### src/rtl/mem_access.sv
// Memory-access pipeline stage: issues one data-bus transaction per load/store,
// stalls upstream until d_ack, and registers the writeback. Optional MEM_ALIGN_CHECK_EN.
module mem_access (
  input  logic        clk,
  input  logic        rst,
  input  logic [3:0]  i_memop,
  input  logic [31:0] i_addr,
  input  logic [31:0] i_storeData,
  input  logic [31:0] i_result,
  input  logic [4:0]  i_regDest,
  output logic        d_req,
  output logic        d_we,
  output logic [29:0] d_addr,
  output logic [3:0]  d_sel,
  output logic [31:0] d_wdata,
  input  logic        d_ack,
  input  logic [31:0] d_rdata,
  output logic        o_stall,
  output logic [31:0] wb_result,
  output logic [4:0]  wb_regDest,
  output logic        o_alignErr
);

  typedef enum logic {IDLE, BUSY} state_t;

  state_t      state, state_nxt;
  logic        misalign, start;
  logic [1:0]  lat_size, lat_off;
  logic        lat_load;
  logic [4:0]  lat_rd;
  logic [3:0]  sel_nxt;
  logic [31:0] wdata_nxt, lane, load_val;

`ifdef MEM_ALIGN_CHECK_EN
  assign misalign = i_memop[2] &&
                    ((i_memop[1:0] == 2'b01 && i_addr[0]) ||
                     (i_memop[1:0] == 2'b10 && i_addr[1:0] != 2'b00));
`else
  assign misalign = 1'b0;
`endif

  assign start = (state == IDLE) && i_memop[2] && !misalign;

  always_ff @(posedge clk or negedge rst) begin
    if (!rst) state <= IDLE;
    else      state <= state_nxt;
  end

  always_comb begin
    state_nxt = state;
    case (state)
      IDLE: if (start) state_nxt = BUSY;
      BUSY: if (d_ack) state_nxt = IDLE;
      default: state_nxt = IDLE;
    endcase
  end

  always_comb begin
    o_stall = start || (state == BUSY && !d_ack);

    case (i_memop[1:0])
      2'b10:   sel_nxt = 4'b1111;
      2'b01:   sel_nxt = i_addr[1] ? 4'b1100 : 4'b0011;
      default: sel_nxt = 4'b0001 << i_addr[1:0];
    endcase

    case (i_memop[1:0])
      2'b10:   wdata_nxt = i_storeData;
      2'b01:   wdata_nxt = {2{i_storeData[15:0]}};
      default: wdata_nxt = {4{i_storeData[7:0]}};
    endcase

    // lat_off is already lane-aligned for the access size, so one shift serves all sizes
    lane = d_rdata >> {lat_off, 3'b000};
    case (lat_size)
      2'b00:   load_val = {{24{lane[7]}}, lane[7:0]};
      2'b01:   load_val = {{16{lane[15]}}, lane[15:0]};
      2'b10:   load_val = d_rdata;
      default: load_val = {24'h0, lane[7:0]};
    endcase
  end

  always_ff @(posedge clk or negedge rst) begin
    if (!rst) begin
      d_req      <= 1'b0;
      d_we       <= 1'b0;
      d_addr     <= '0;
      d_sel      <= '0;
      d_wdata    <= '0;
      wb_result  <= '0;
      wb_regDest <= '0;
      o_alignErr <= 1'b0;
      lat_size   <= '0;
      lat_off    <= '0;
      lat_load   <= 1'b0;
      lat_rd     <= '0;
    end else if (state == IDLE) begin
      o_alignErr <= misalign;
      if (start) begin
        d_req      <= 1'b1;
        d_we       <= ~i_memop[3];
        d_addr     <= i_addr[31:2];
        d_sel      <= sel_nxt;
        d_wdata    <= wdata_nxt;
        lat_size   <= i_memop[1:0];
        lat_off    <= (i_memop[1:0] == 2'b10) ? 2'b00 :
                      (i_memop[1:0] == 2'b01) ? {i_addr[1], 1'b0} : i_addr[1:0];
        lat_load   <= i_memop[3];
        lat_rd     <= i_regDest;
        wb_result  <= '0;
        wb_regDest <= '0;
      end else if (misalign) begin
        wb_result  <= '0;
        wb_regDest <= '0;
      end else begin
        wb_result  <= i_result;
        wb_regDest <= i_regDest;
      end
    end else begin
      o_alignErr <= 1'b0;
      if (d_ack && lat_load) begin
        d_req      <= 1'b0;
        wb_result  <= load_val;
        wb_regDest <= lat_rd;
      end else begin
        if (d_ack) d_req <= 1'b0;
        wb_result  <= '0;
        wb_regDest <= '0;
      end
    end
  end

endmodule

### config.mk
export PLATFORM = sky130hd
export DESIGN_NAME = mem_access
export DESIGN_NICKNAME = d
export VERILOG_FILES = /design/src/rtl/mem_access.sv
export SDC_FILE = /design/constraint.sdc
export NUM_CORES = 1
export LEC_CHECK = 0
export ABC_AREA = 1
export BUFFER_PORTS_ARGS = -buffer_cell sky130_fd_sc_hd__clkbuf_2
export CAP_MARGIN = 20
export CORE_MARGIN = 2
export CORE_UTILIZATION = 35
export CTS_CLUSTER_SIZE = 30
export DETAILED_ROUTE_END_ITERATION = 10
export GPL_ROUTABILITY_DRIVEN = 0
export PLACE_DENSITY_LB_ADDON = 0.1
export SLEW_MARGIN = 10
export SYNTH_ARGS = -nofsm -noshare
export SYNTH_HDL_FRONTEND = slang
export SYNTH_SLANG_ARGS = --single-unit
export TNS_END_PERCENT = 50
### constraint.sdc
create_clock -name clk -period 2.15 [get_ports clk]
set_input_delay 0.645 -clock clk [delete_from_list [all_inputs] [get_ports clk]]
set_output_delay 0.645 -clock clk [all_outputs]
set_load 0.05 [all_outputs]
[Yosys cells after proc, flatten, opt, wreduce, memory -nomap -nowiden]
Cells that the tools add are included.
Word-level totals
  register bits after elaboration: 116
  logic and storage cells: 49
  bits of input ports: 140
  output and inout port bits: 107
Operators by class
  bitwise gates (word level): 2
  equality and inequality tests: 5
  shifts and indexed selects: 2
  muxes and demuxes: 19
  reduce and logical (&&, ||, !) cells: 9
Operators by type and width (number)
  32-bit two-way mux: 3
  32-bit one-hot mux with 3 select lines: 1
  32-bit one-hot mux with 2 select lines: 1
  32-bit by 5-bit >> shifter with 16-bit output: 1
  5-bit two-way mux: 3
  4-bit one-hot mux with 2 select lines: 1
  1-bit two-way mux: 7
  2-bit by 1-bit == test with 1-bit output (second input constant): 2
  2-bit == test (second input constant): 2
  4-bit two-way mux: 1
  2-bit AND reduction: 2
  1-bit by 2-bit << shifter with 4-bit output (first input constant): 1
  1-bit logical AND: 3
  3-bit by 2-bit != test with 1-bit output (second input constant): 1
  2-bit zero test: 1
  2-bit two-way mux: 1
  1-bit NOT: 2
  1-bit one-hot mux with 2 select lines: 1
  2-bit nonzero test: 1
  1-bit zero test: 1
  1-bit logical OR: 1

[Longest topological paths before layout]
Gate-level depths: netlist (run 1).
  word-level depth: 4
  gate-level depth with buffers: 9
  mapped depth without buffers: 8

[Worst setup path before layout (run 1)]
OpenSTA, ideal clock, no wires.
  kind: input to output
  from: input i_memop[2]
  to: output o_stall
  buffers on the path: 1
  setup slack: -114 ps
  arrival: 1619 ps
  data required time: 1505 ps
  stages: 3
  cells stage by stage: nor2_1 clkbuf_1 nor2_1
Between the ends
  longest elaborated chain between the ends: 2
RTL lines
  start: declaration: RTL line 6  | input logic [3:0] i_memop,
  1-bit logical AND: RTL line 42  | assign start = (state == IDLE) && i_memop[2] && !misalign;
  1-bit logical OR: RTL line 59  | o_stall = start || (state == BUSY && !d_ack);
  end: declaration: RTL line 18  | output logic o_stall,
No other way between the ends.

[Worst setup path after layout (run 1)]
  from: register state
  to: output o_stall
Between the ends
  longest elaborated chain between the ends: 3
  elaborated cells between the ends (all ways): 4
  classes of those cells: 1 x bitwise; 3 x reduce/logical
RTL lines
  start: declaration: RTL line 26  | state_t state, state_nxt;
  start signal: assignment: RTL line 46  | else state <= state_nxt;
  1-bit NOT (no source line)
  1-bit logical AND: RTL line 42
  1-bit logical OR (*): RTL line 59
Mark *: on every way between the ends. The rest lies on a longest branch, timed or not.

==> results by group, run 1 <==
Outcome
  – Outcome: finished, final reports clean

Logic synthesis
  – Synth Area in XOR/XNOR: 0
  – Syn_nets: 830
  – Compound-cell area share of the yosys netlist: 0.1042
  – Flops & latches, synth: 116
  – Post-Synth Adder-Cell Area: 0.004621
  – Warnings from Yosys: 0
  – Post-synthesis sequential area ratio: 0.5360
  – Post-synthesis cell type count: 28
  – Dominant cell type by area after synthesis: dfrtp_1
  – Syn Inst Count: 688
  – Mean Syn Cell Area: 7.871 µm²
  – Top cells by area, synth: dfrtp_1 54%, nand2_1 21%, nand3_1 4.3%
  – Simple-gate share of the synthesized area: 0.2900
  – Synth top area share: 0.5360
  – Mapped Area: 5415 µm²
  – Largest family of logic cells by synthesized area: simple AND/OR/NAND/NOR gates
  – Mux cell area share after synthesis: 0

Routing
  – Routed Antenna Nets: 0
  – Vias: 5259
  – Initial DRC count: 286
  – Drt first pass iters: 5
  – Drt total wl: 16.17 mm
  – DR WL/cell: 14.24 µm
  – Vias per inst: 4.633
  – DR DRC count: 0

Worst hold path
  – HP Class: input port to async pin

Timing
  – Worst-Margin Slew: 0.6319 ns
  – Hold Violations, Final: 0
  – Final setup viols: 0
  – Slew Viols, Final: 0
  – Final period util: 0.9584
  – Max-slew headroom: 0.5772
  – Setup ws final: 0.08951 ns
  – Max frequency: 485.3 MHz
  – Min Clock Period, post-route: 2.060 ns
  – Setup TNS: 0 ns
  – Setup Skew: 0.005942 ns

Clock network
  – CTS sink count: 116
  – Clk_lat worst skew: 0.41 ns
  – Root buffer cell: clkbuf_16
  – TritonCTS clock tree: built
  – CTS Hold Bufs: 0
  – Postcts setup bufs: 0
  – Clk slew on worst S/H paths: 0.05 ns
  – H-tree Lvls: 4
  – TritonCTS Buffers: 17
  – Clk buf depth: 2

Floorplan
  – Die width: 128.4 µm
  – Core area: 15150 µm²
  – I/O Pins: 247
  – Die height: 128.4 µm
  – Die Area: 16480 µm²
  – # rows: 45
  – Initial Util: 0.3575

Worst setup path
  – Crit-path max FO: 3
  – Worst Setup Start Kind: register
  – CP endpoint kind: output pin
  – Worst path max stage delay: 0.43 ns
  – CP cell instances: nand2_1, inv_1, nor2_2, clkbuf_4
  – Critical path type: register to output pin
  – Crit-path slowest cell: dfrtp_1
  – Worst EP arrival: 1.42 ns
  – Critical path data required time: 1.50 ns

Cells and area
  – Fin nets: 1077
  – Footprint of the multi-input gates: 2176 µm²
  – Area Overhead vs Synth: 38.89%
  – Layout cell share with drive strength beyond 1: 0.3273
  – Final Cell Area: 7521 µm²
  – Storage cell area: 2903 µm²
  – # fillers: 1542
  – Number of diodes: 0

GRT
  – Initial antenna violation count: 0
  – First-pass GRT wire length: 25.46 mm
  – Vias in the first global route: 5025
  – Gr usage total: 0.1977
  – Total grt overflow: 0
  – Largest net degree at the start of global routing: 62

Placed design
  – Placement Setup Slack: 0.05616 ns
  – Port Buffer Count: 245
  – Dpl cell area: 6897 µm²
  – HPWL Detailed: 11.94 mm

Power
  – Overall Power: 0.009236 W
  – Peak supply drop: 0.0006353 V
  – Power Density: 1228 nW/µm²
  – Leakage: 4.251 nW

Job
  – Max cap viols: 0
## through the flow
step | std cells | utilization | hold slack (ns)
after floorplan | 688 | - | 0.3494
after global placement | 1104 | 0.4553 | 0.4541
after detailed placement | 1104 | 0.4553 | 0.4576
after CTS | 1135 | 0.4964 | 0.2387
after global routing | 1135 | 0.4966 | 0.2545
final | 1135 | 0.4966 | 0.2333
## critical path, delay by kind of cell (launching register included)
family / cells / cell delay, ns
and+or+nand+nor: 2 / 0.25
DFF: 1 / 0.43
buffers and inverters: 2 / 0.32
## final timing paths
kind,from,cells past startpoint,endpoint,slack (ns)
min in group clk,i_addr[7],3,d_addr[5],0.43
hold / removal,rst,2,wb_result[19],0.23
setup / recovery,state,4,o_stall,0.09
setup reg to reg,lat_off[0],7,wb_result[8],0.30
hold reg to reg,d_addr[21],2,d_addr[21],0.47
max in group asynchronous,rst,2,d_addr[3],1.61
## power breakdown
group,internal [W],switching (W),total [W]
logic,0.000814,0.00255,0.00337
clock network,0.00197,0.00103,0.00299
registers,0.00263,0.000241,0.00288
## synthesized netlist by cell type, drive strengths merged
library cell    n
nand2         299
buf            28
o22ai           1
o211ai          8
inv            45
conb            1
dfrtp         116
a22oi           8
nor2           46
o21a            1
o21ai          28
clkbuf          7
ha              2
a31oi           5
o221ai          6
a21oi          39
nand3          48
## cell type report
| cell class | instances | area share |
|---|---|---|
| sequential | 116 | 0.3860 |
| timing repair buffer | 263 | 0.1883 |
| clock buffer | 19 | 0.05889 |
| inverter | 45 | 0.02246 |
| clock inverter | 12 | 0.02379 |
| tap | 188 | 0.03128 |
| multi-input combinational | 492 | 0.2893 |
## cell families (layout without fill, tap and decap cells)
kind of cell,Yosys count,after routing
and+or+nand+nor,393,393
DFF,116,116
AOI/OAI and AO/OA,96,96
buffers and inverters,80,339
adders and majority gates,2,2
other,1,1
## layout by cell type (no fill, tap or decap), types with 4 or more instances in the layout
master | synthesis | routed
clkbuf_16 | 0 | 17
o221ai_1 | 6 | 6
bufinv_16 | 0 | 4
a22oi_1 | 8 | 8
a21oi_1 | 38 | 38
nor2_2 | 2 | 4
buf_4 | 4 | 15
nor2_1 | 42 | 39
nand3_1 | 47 | 47
inv_2 | 5 | 6
inv_1 | 40 | 39
dfrtp_1 | 116 | 116
a31oi_1 | 5 | 5
nand2_1 | 297 | 297
buf_12 | 0 | 4
clkbuf_2 | 0 | 243
o21ai_0 | 25 | 25
o211ai_1 | 8 | 8
## state kept, by name (all words and copies together) (netlist names)
register	cells
d_wdata	32
d_addr	30
state	1
d_we	1
d_req	1
lat_rd	5
d_sel	4
lat_size	2
lat_off	2
wb_regDest	5
lat_load	1
wb_result	32
## what timing repair did
action,CTS,global route
hold endpoints to repair,0,0
endpoints found under the setup margin,0,1
gates resized for setup,0,2
## layer usage
metal  part of all wire  GRT usage  routed length, µm  up-vias
met1               0.46     0.2693               7410     2396
met5                  0          0                  0        -
met2               0.46     0.3104               7486      168
met4              0.011    0.06206                180        0
met3              0.067    0.05156               1089       14
li1                   -          -                  -     2681
Note: power is estimated with default switching activity, not from simulation.
==> run 2: changes to the inputs <==
--- a/config.mk
+++ b/config.mk
@@ -7,14 +7,13 @@
 export LEC_CHECK = 0
 export ABC_AREA = 1
 export BUFFER_PORTS_ARGS = -buffer_cell sky130_fd_sc_hd__clkbuf_2
-export CAP_MARGIN = 20
+export CORE_ASPECT_RATIO = 0.6
 export CORE_MARGIN = 2
 export CORE_UTILIZATION = 35
 export CTS_CLUSTER_SIZE = 30
 export DETAILED_ROUTE_END_ITERATION = 10
 export GPL_ROUTABILITY_DRIVEN = 0
 export PLACE_DENSITY_LB_ADDON = 0.1
-export SLEW_MARGIN = 10
 export SYNTH_ARGS = -nofsm -noshare
 export SYNTH_HDL_FRONTEND = slang
 export SYNTH_SLANG_ARGS = --single-unit
==> run 2 against run 1 <==
Compared with the run above:
- sequential share of layout area down 0.56 points
- largest cell class unchanged
- clock skew up 0.0046 ns
- first-iteration DRC count up 53%
- critical path type unchanged
- setup slack better by 0.045 ns
- utilization up 0.42 points
- cell count up 1.9%
- global-route usage up 1.7 points
- power up 2.7%
==> results by group, run 2 (synthesized netlist as in run 1, its figures left out) <==
Outcome
  – Outcome: finished, final reports clean

Clock network
  – CTS sink count: 116 (unchanged)
  – Root buffer cell: clkbuf_16
  – TritonCTS Buffers: 17 (unchanged)
  – Clk buf depth: 2 (unchanged)
  – H-tree Lvls: 4 (unchanged)
  – Clk slew on worst S/H paths: 0.06 ns (about the same)
  – CTS resizes: 0 (unchanged)
  – TritonCTS clock tree: built
  – Clk_lat worst skew: 0.41 ns (about the same)
  – CTS Hold Bufs: 0 (unchanged)
  – Postcts setup bufs: 0 (unchanged)

Power
  – Flop pwr share: 0.305 (-0.006)
  – Sw power: 0.003942 W (+3.2%)
  – Internal: 0.005547 W (+2.4%)
  – Sw Share: 0.4154 (+0.001694)
  – Clock power frac: 0.334 (+0.010)
  – Leakage: 4.300 nW (+1.1%)
  – Power Density: 1243 nW/µm² (+1.2%)
  – Comb power frac: 0.361 (-0.004)
  – Peak supply drop: 0.0005471 V (-14%)

Timing
  – Setup ws final: 0.1348 ns (+0.04526 ns)
  – Max frequency: 496.2 MHz (+2.2%)
  – Setup TNS: 0 ns (unchanged)
  – RSZ-0062 raised after global routing: no
  – Final setup viols: 0 (unchanged)
  – Hold Violations, Final: 0 (unchanged)
  – Max-slew headroom: 0.6070 (+0.02981)
  – Setup Skew: 0.01050 ns (+0.004554 ns)
  – Slew Viols, Final: 0 (unchanged)
  – Worst-Margin Slew: 0.5873 ns (-0.04455 ns)
  – Final period util: 0.9373 (-0.02105)
  – Min Clock Period, post-route: 2.015 ns (-0.04526 ns)

Worst hold path
  – HP Class: input port to async pin

Placed design
  – Placement Setup Slack: 0.02178 ns (-0.03439 ns)
  – HPWL Detailed: 13.18 mm (+10%)
  – Dpl cell area: 6978 µm² (+1.2%)
  – DP Cell Count: 1124 (+1.8%)
  – Port Buffer Count: 245 (unchanged)

Cells and area
  – Final Cell Area: 7632 µm² (+1.5%)
  – Regs by FF count: d_wdata (32), wb_result (32), d_addr (30)
  – Fin nets: 1082 (+0.46%)
  – Storage cell area: 2903 µm² (unchanged)
  – Most frequent cells in the layout: 297 x nand2_1, 243 x clkbuf_2, 116 x dfrtp_1, 47 x nand3_1
  – Final Non-Filler Cells: 1156 (+1.9%)
  – Area Overhead vs Synth: 40.94%
  – # fillers: 1563 (+1.4%)
  – Most common cell after layout, fill and taps aside: nand2_1
  – Footprint of the multi-input gates: 2176 µm² (unchanged)
  – Number of diodes: 0 (unchanged)
  – Post-Route Utilization: 0.5008 (+0.004249)
  – Layout cell share with drive strength beyond 1: 0.3316 (+0.004235)

Routing
  – Drt total wl: 17.48 mm (+8.1%)
  – Vias per inst: 4.671 (+0.82%)
  – WL met3: 1.275 mm (+17%)
  – Metal2 WL: 6.785 mm (-9.4%)
  – Initial DRC count: 437 (+53%)
  – Drt first pass iters: 4 (-1)
  – Vias: 5400 (+2.7%)
  – Routed Antenna Nets: 0 (unchanged)
  – DR top layer: met4
  – DR DRC count: 0 (unchanged)
  – DR WL/cell: 15.12 µm (+6.2%)
  – Wl on met1: 9.314 mm (+26%)

Worst setup path
  – Worst Setup Start Kind: register
  – Worst EP arrival: 1.37 ns (-0.05 ns)
  – Crit-path max FO: 3 (unchanged)
  – Critical path type: register to output pin
  – CP endpoint kind: output pin
  – Critical path data required time: 1.50 ns (about the same)

GRT
  – Largest net degree at the start of global routing: 63 (+1.6%)
  – Initial antenna violation count: 0 (unchanged)
  – First-pass GRT wire length: 27.21 mm (+6.9%)
  – Gr usage total: 0.2148 (+0.01703)
  – Total grt overflow: 0 (unchanged)
  – Vias in the first global route: 5113 (+1.8%)

Floorplan
  – Core area: 15240 µm² (+0.62%)
  – I/O Pins: 247 (unchanged)
  – Die width: 164.6 µm (+28%)
  – Die height: 100.4 µm (-22%)
  – Initial Util: 0.3553 (-0.002202)
  – Die Area: 16520 µm² (+0.20%)
  – # rows: 35 (-22%)

Job
  – Max cap viols: 0 (unchanged)
==> run 2: path summary, 6_finish.rpt <==
check	from	to	slack, ns	cells past startpoint
worst max register to register	lat_off[0]	wb_result[24]	0.36	7
worst min register to register	d_wdata[7]	d_wdata[7]	0.47	2
worst max-delay path	state	o_stall	0.13	4
max in group asynchronous	rst	d_wdata[10]	1.60	2
min in group clk	i_result[11]	wb_result[11]	0.43	3
worst min-delay path	rst	wb_result[2]	0.21	2
==> run 2: metal layers <==
metal / vias to the layer above / track usage
met2: 199 / 0.2758
met3: 9 / 0.05207
met4: 0 / 0.04749
met1: 2495 / 0.3523
li1: 2697 / -
met5: - / 0
==> run 2: cell type report <==
| type | instances | area share |
|---|---|---|
| Clock inverter | 14 | 0.02918 |
| Multi-Input combinational cell | 492 | 0.2851 |
| Tap cell | 203 | 0.03328 |
| Inverter | 45 | 0.02213 |
| Timing Repair Buffer | 268 | 0.1938 |
| Clock buffer | 18 | 0.05623 |
| Sequential cell | 116 | 0.3803 |
==> run 2: stage by stage <==
stage	hold WS, ns	power [W]
after global placement	0.4556	0.006361
final	0.2137	0.009489
after global routing	0.2315	0.01001
after CTS	0.2300	0.009576
after floorplan	0.3494	0.005372
after detailed placement	0.4616	0.006362
==> run 2: worst max-delay path, stage by stage, from the launching register on <==
cell and delay [ns]:
dfrtp_1 0.45, nand2_1 0.11, inv_1 0.08, nor2_2 0.10, clkbuf_4 0.23
==> run 2: power groups by stage <==
stage                     combinational (W)  sequential (W)  clock [W]
after global placement              0.00344         0.00293          0
final                               0.00343         0.00289    0.00317
after global routing                0.00369         0.00295    0.00337
after detailed placement            0.00344         0.00292          0
after floorplan                     0.00103         0.00434          0
after CTS                           0.00345         0.00289    0.00324
==> run 3: changes to the inputs <==
--- a/config.mk
+++ b/config.mk
@@ -9,11 +9,12 @@
 export BUFFER_PORTS_ARGS = -buffer_cell sky130_fd_sc_hd__clkbuf_2
 export CORE_ASPECT_RATIO = 0.6
 export CORE_MARGIN = 2
-export CORE_UTILIZATION = 35
+export CORE_UTILIZATION = 47
 export CTS_CLUSTER_SIZE = 30
 export DETAILED_ROUTE_END_ITERATION = 10
 export GPL_ROUTABILITY_DRIVEN = 0
 export PLACE_DENSITY_LB_ADDON = 0.1
+export REMOVE_ABC_BUFFERS = 1
 export SYNTH_ARGS = -nofsm -noshare
 export SYNTH_HDL_FRONTEND = slang
 export SYNTH_SLANG_ARGS = --single-unit
==> run 3 against run 2 <==
Compared with the run above:
- via count grew 1.5%
- die area shrank 25%
- sequential share of layout area grew 1.1 points
- combinational power is essentially flat
- clock power shrank 17%
- cell area shrank 2.9%
- hold slack lost 0.063 ns
- largest power group unchanged
- highest routed layer unchanged
==> results by group, run 3 (synthesized netlist as in run 1, its figures left out) <==
Placed design
  – Dpl cell area: 6854 µm² (-1.8%)
  – Port Buffer Count: 245 (unchanged)
  – HPWL Detailed: 12.36 mm (-6.2%)
  – Placement Setup Slack: -0.04121 ns (-0.06298 ns)

Floorplan
  – Core area: 11260 µm² (-26%)
  – Die height: 87.15 µm (-13%)
  – Die Area: 12420 µm² (-25%)
  – Initial Util: 0.4809 (+0.1256)
  – Die width: 142.6 µm (-13%)
  – # rows: 30 (-14%)
  – I/O Pins: 247 (unchanged)

Timing
  – Setup TNS: 0 ns (unchanged)
  – Final period util: 0.9570 (+0.01964)
  – Worst-Margin Slew: 0.6149 ns (+0.02758 ns)
  – Setup ws final: 0.09255 ns (-0.04222 ns)
  – Min Clock Period, post-route: 2.057 ns (+0.04222 ns)
  – Hold Violations, Final: 0 (unchanged)
  – Max-slew headroom: 0.5885 (-0.01846)
  – Setup Skew: 0.008726 ns (-0.001769 ns)
  – Max frequency: 486.0 MHz (-2.1%)
  – Slew Viols, Final: 0 (unchanged)
  – RSZ-0062 raised after global routing: no
  – Final setup viols: 0 (unchanged)

Clock network
  – H-tree Lvls: 4 (unchanged)
  – TritonCTS Buffers: 17 (unchanged)
  – Clk buf depth: 2 (unchanged)
  – CTS sink count: 116 (unchanged)
  – Postcts setup bufs: 0 (unchanged)
  – CTS Hold Bufs: 0 (unchanged)
  – CTS resizes: 0 (unchanged)
  – Clk_lat worst skew: 0.41 ns (about the same)
  – Root buffer cell: clkbuf_16
  – Clk slew on worst S/H paths: 0.06 ns (about the same)
  – TritonCTS clock tree: built

Worst setup path
  – Critical path data required time: 1.50 ns (about the same)
  – Crit-path max FO: 3 (unchanged)
  – Worst Setup Start Kind: register
  – CP endpoint kind: output pin
  – Critical path type: register to output pin
  – Worst EP arrival: 1.41 ns (+0.04 ns)

Power
  – Clock power frac: 0.295 (-0.039)
  – Flop pwr share: 0.325 (+0.020)
  – Sw power: 0.003890 W (-1.3%)
  – Power Density: 1209 nW/µm² (-2.8%)
  – Internal: 0.005068 W (-8.6%)
  – Sw Share: 0.4342 (+0.01880)
  – Leakage: 4.223 nW (-1.8%)
  – Peak supply drop: 0.0006793 V (+24%)
  – Comb power frac: 0.380 (+0.019)
  – Overall Power: 0.008958 W (-5.6%)

Routing
  – Initial DRC count: 356 (-19%)
  – Vias per inst: 5.009 (+7.2%)
  – Drt total wl: 16.82 mm (-3.8%)
  – Routed Antenna Nets: 0 (unchanged)
  – DR DRC count: 0 (unchanged)
  – Vias: 5480 (+1.5%)
  – Drt first pass iters: 4 (unchanged)
  – DR WL/cell: 15.37 µm (+1.6%)

Cells and area
  – Most common cell after layout, fill and taps aside: nand2_1
  – Most frequent cells in the layout: 297 x nand2_1, 243 x clkbuf_2, 116 x dfrtp_1, 47 x nand3_1, 40 x nor2_1
  – Post-Route Utilization: 0.6580 (+0.1572)
  – Layout cell share with drive strength beyond 1: 0.3284 (-0.003163)
  – Number of diodes: 0 (unchanged)
  – Regs by FF count: d_wdata (32), wb_result (32), d_addr (30)
  – Final Cell Area: 7410 µm² (-2.9%)
  – Area Overhead vs Synth: 36.83%
  – Fin nets: 1079 (-0.28%)

GRT
  – Gr usage total: 0.2716 (+0.05681)
  – Total grt overflow: 0 (unchanged)
  – First-pass GRT wire length: 26.19 mm (-3.8%)
  – Initial antenna violation count: 0 (unchanged)
  – Vias in the first global route: 5212 (+1.9%)
  – Largest net degree at the start of global routing: 54 (-14%)

Outcome
  – Outcome: finished, final reports clean

Worst hold path
  – HP Class: input port to async pin

Job
  – Max cap viols: 0 (unchanged)
==> run 3: cell count changes in the layout (fill, tap and decap cells not counted) <==
| cell | previous run | this run |
|---|---|---|
| buf_12 | 6 | 4 |
| buf_4 | 18 | 17 |
| bufinv_16 | 5 | 1 |
| clkbuf_8 | 0 | 1 |
| clkinv_2 | 1 | 5 |
| clkinvlp_4 | 2 | 5 |
| inv_6 | 5 | 1 |
| nor2_1 | 39 | 40 |
| nor2_2 | 4 | 3 |
==> run 3: power groups by stage <==
stage / logic (W) / registers, W / clock network [W]
2_1_floorplan: 0.000933 / 0.00436 / 0
3_3_place_gp: 0.00336 / 0.00292 / 0
3_5_place_dp: 0.00340 / 0.00294 / 0
4_1_cts: 0.00341 / 0.00291 / 0.00268
5_1_grt: 0.00365 / 0.00296 / 0.00278
6_report: 0.00340 / 0.00291 / 0.00264
==> run 3: per-stage QoR <==
| stage | hold WS [ns] | std cells |
|---|---|---|
| 2_1_floorplan | 0.3494 | 653 |
| 3_3_place_gp | 0.4522 | 1062 |
| 3_5_place_dp | 0.4582 | 1062 |
| 4_1_cts | 0.1469 | 1094 |
| 5_1_grt | 0.1647 | 1094 |
| 6_report | 0.1510 | 1094 |
==> run 3: area by class of cell <==
type | count | area (µm²)
flip-flops and latches | 116 | 2903
clock buffers | 19 | 442.9
repair buffers | 265 | 1431
clock inverters | 13 | 110.1
fillers | 1015 | 3851
multi-input cells | 492 | 2173
well taps | 144 | 180.2
inverters | 45 | 168.9
==> run 3: path summary, 6_finish.rpt <==
path                            endpoint  cells after the start          from  slack [ns]
setup / recovery                 o_stall                      4         state        0.09
hold / removal             wb_result[13]                      1           rst        0.15
setup reg to reg            wb_result[9]                      8    lat_off[0]        0.30
hold reg to reg                d_addr[5]                      2     d_addr[5]        0.47
max in group asynchronous     d_wdata[3]                      2           rst        1.42
min in group clk           wb_result[16]                      3  i_result[16]        0.43
==> run 3: per-layer routing <==
metal,track usage,vias up,part of all wire
met5,0,-,0
li1,-,2699,-
met4,0.08101,0,0.0053
met3,0.06707,9,0.080
met1,0.3961,2533,0.48
met2,0.4034,239,0.43
==> run 3: critical path, stage by stage, from the launching register on <==
cell and delay, ns:
dfrtp_1 0.43, nand2_1 0.14, inv_1 0.07, nor2_1 0.12
clkbuf_4 0.25
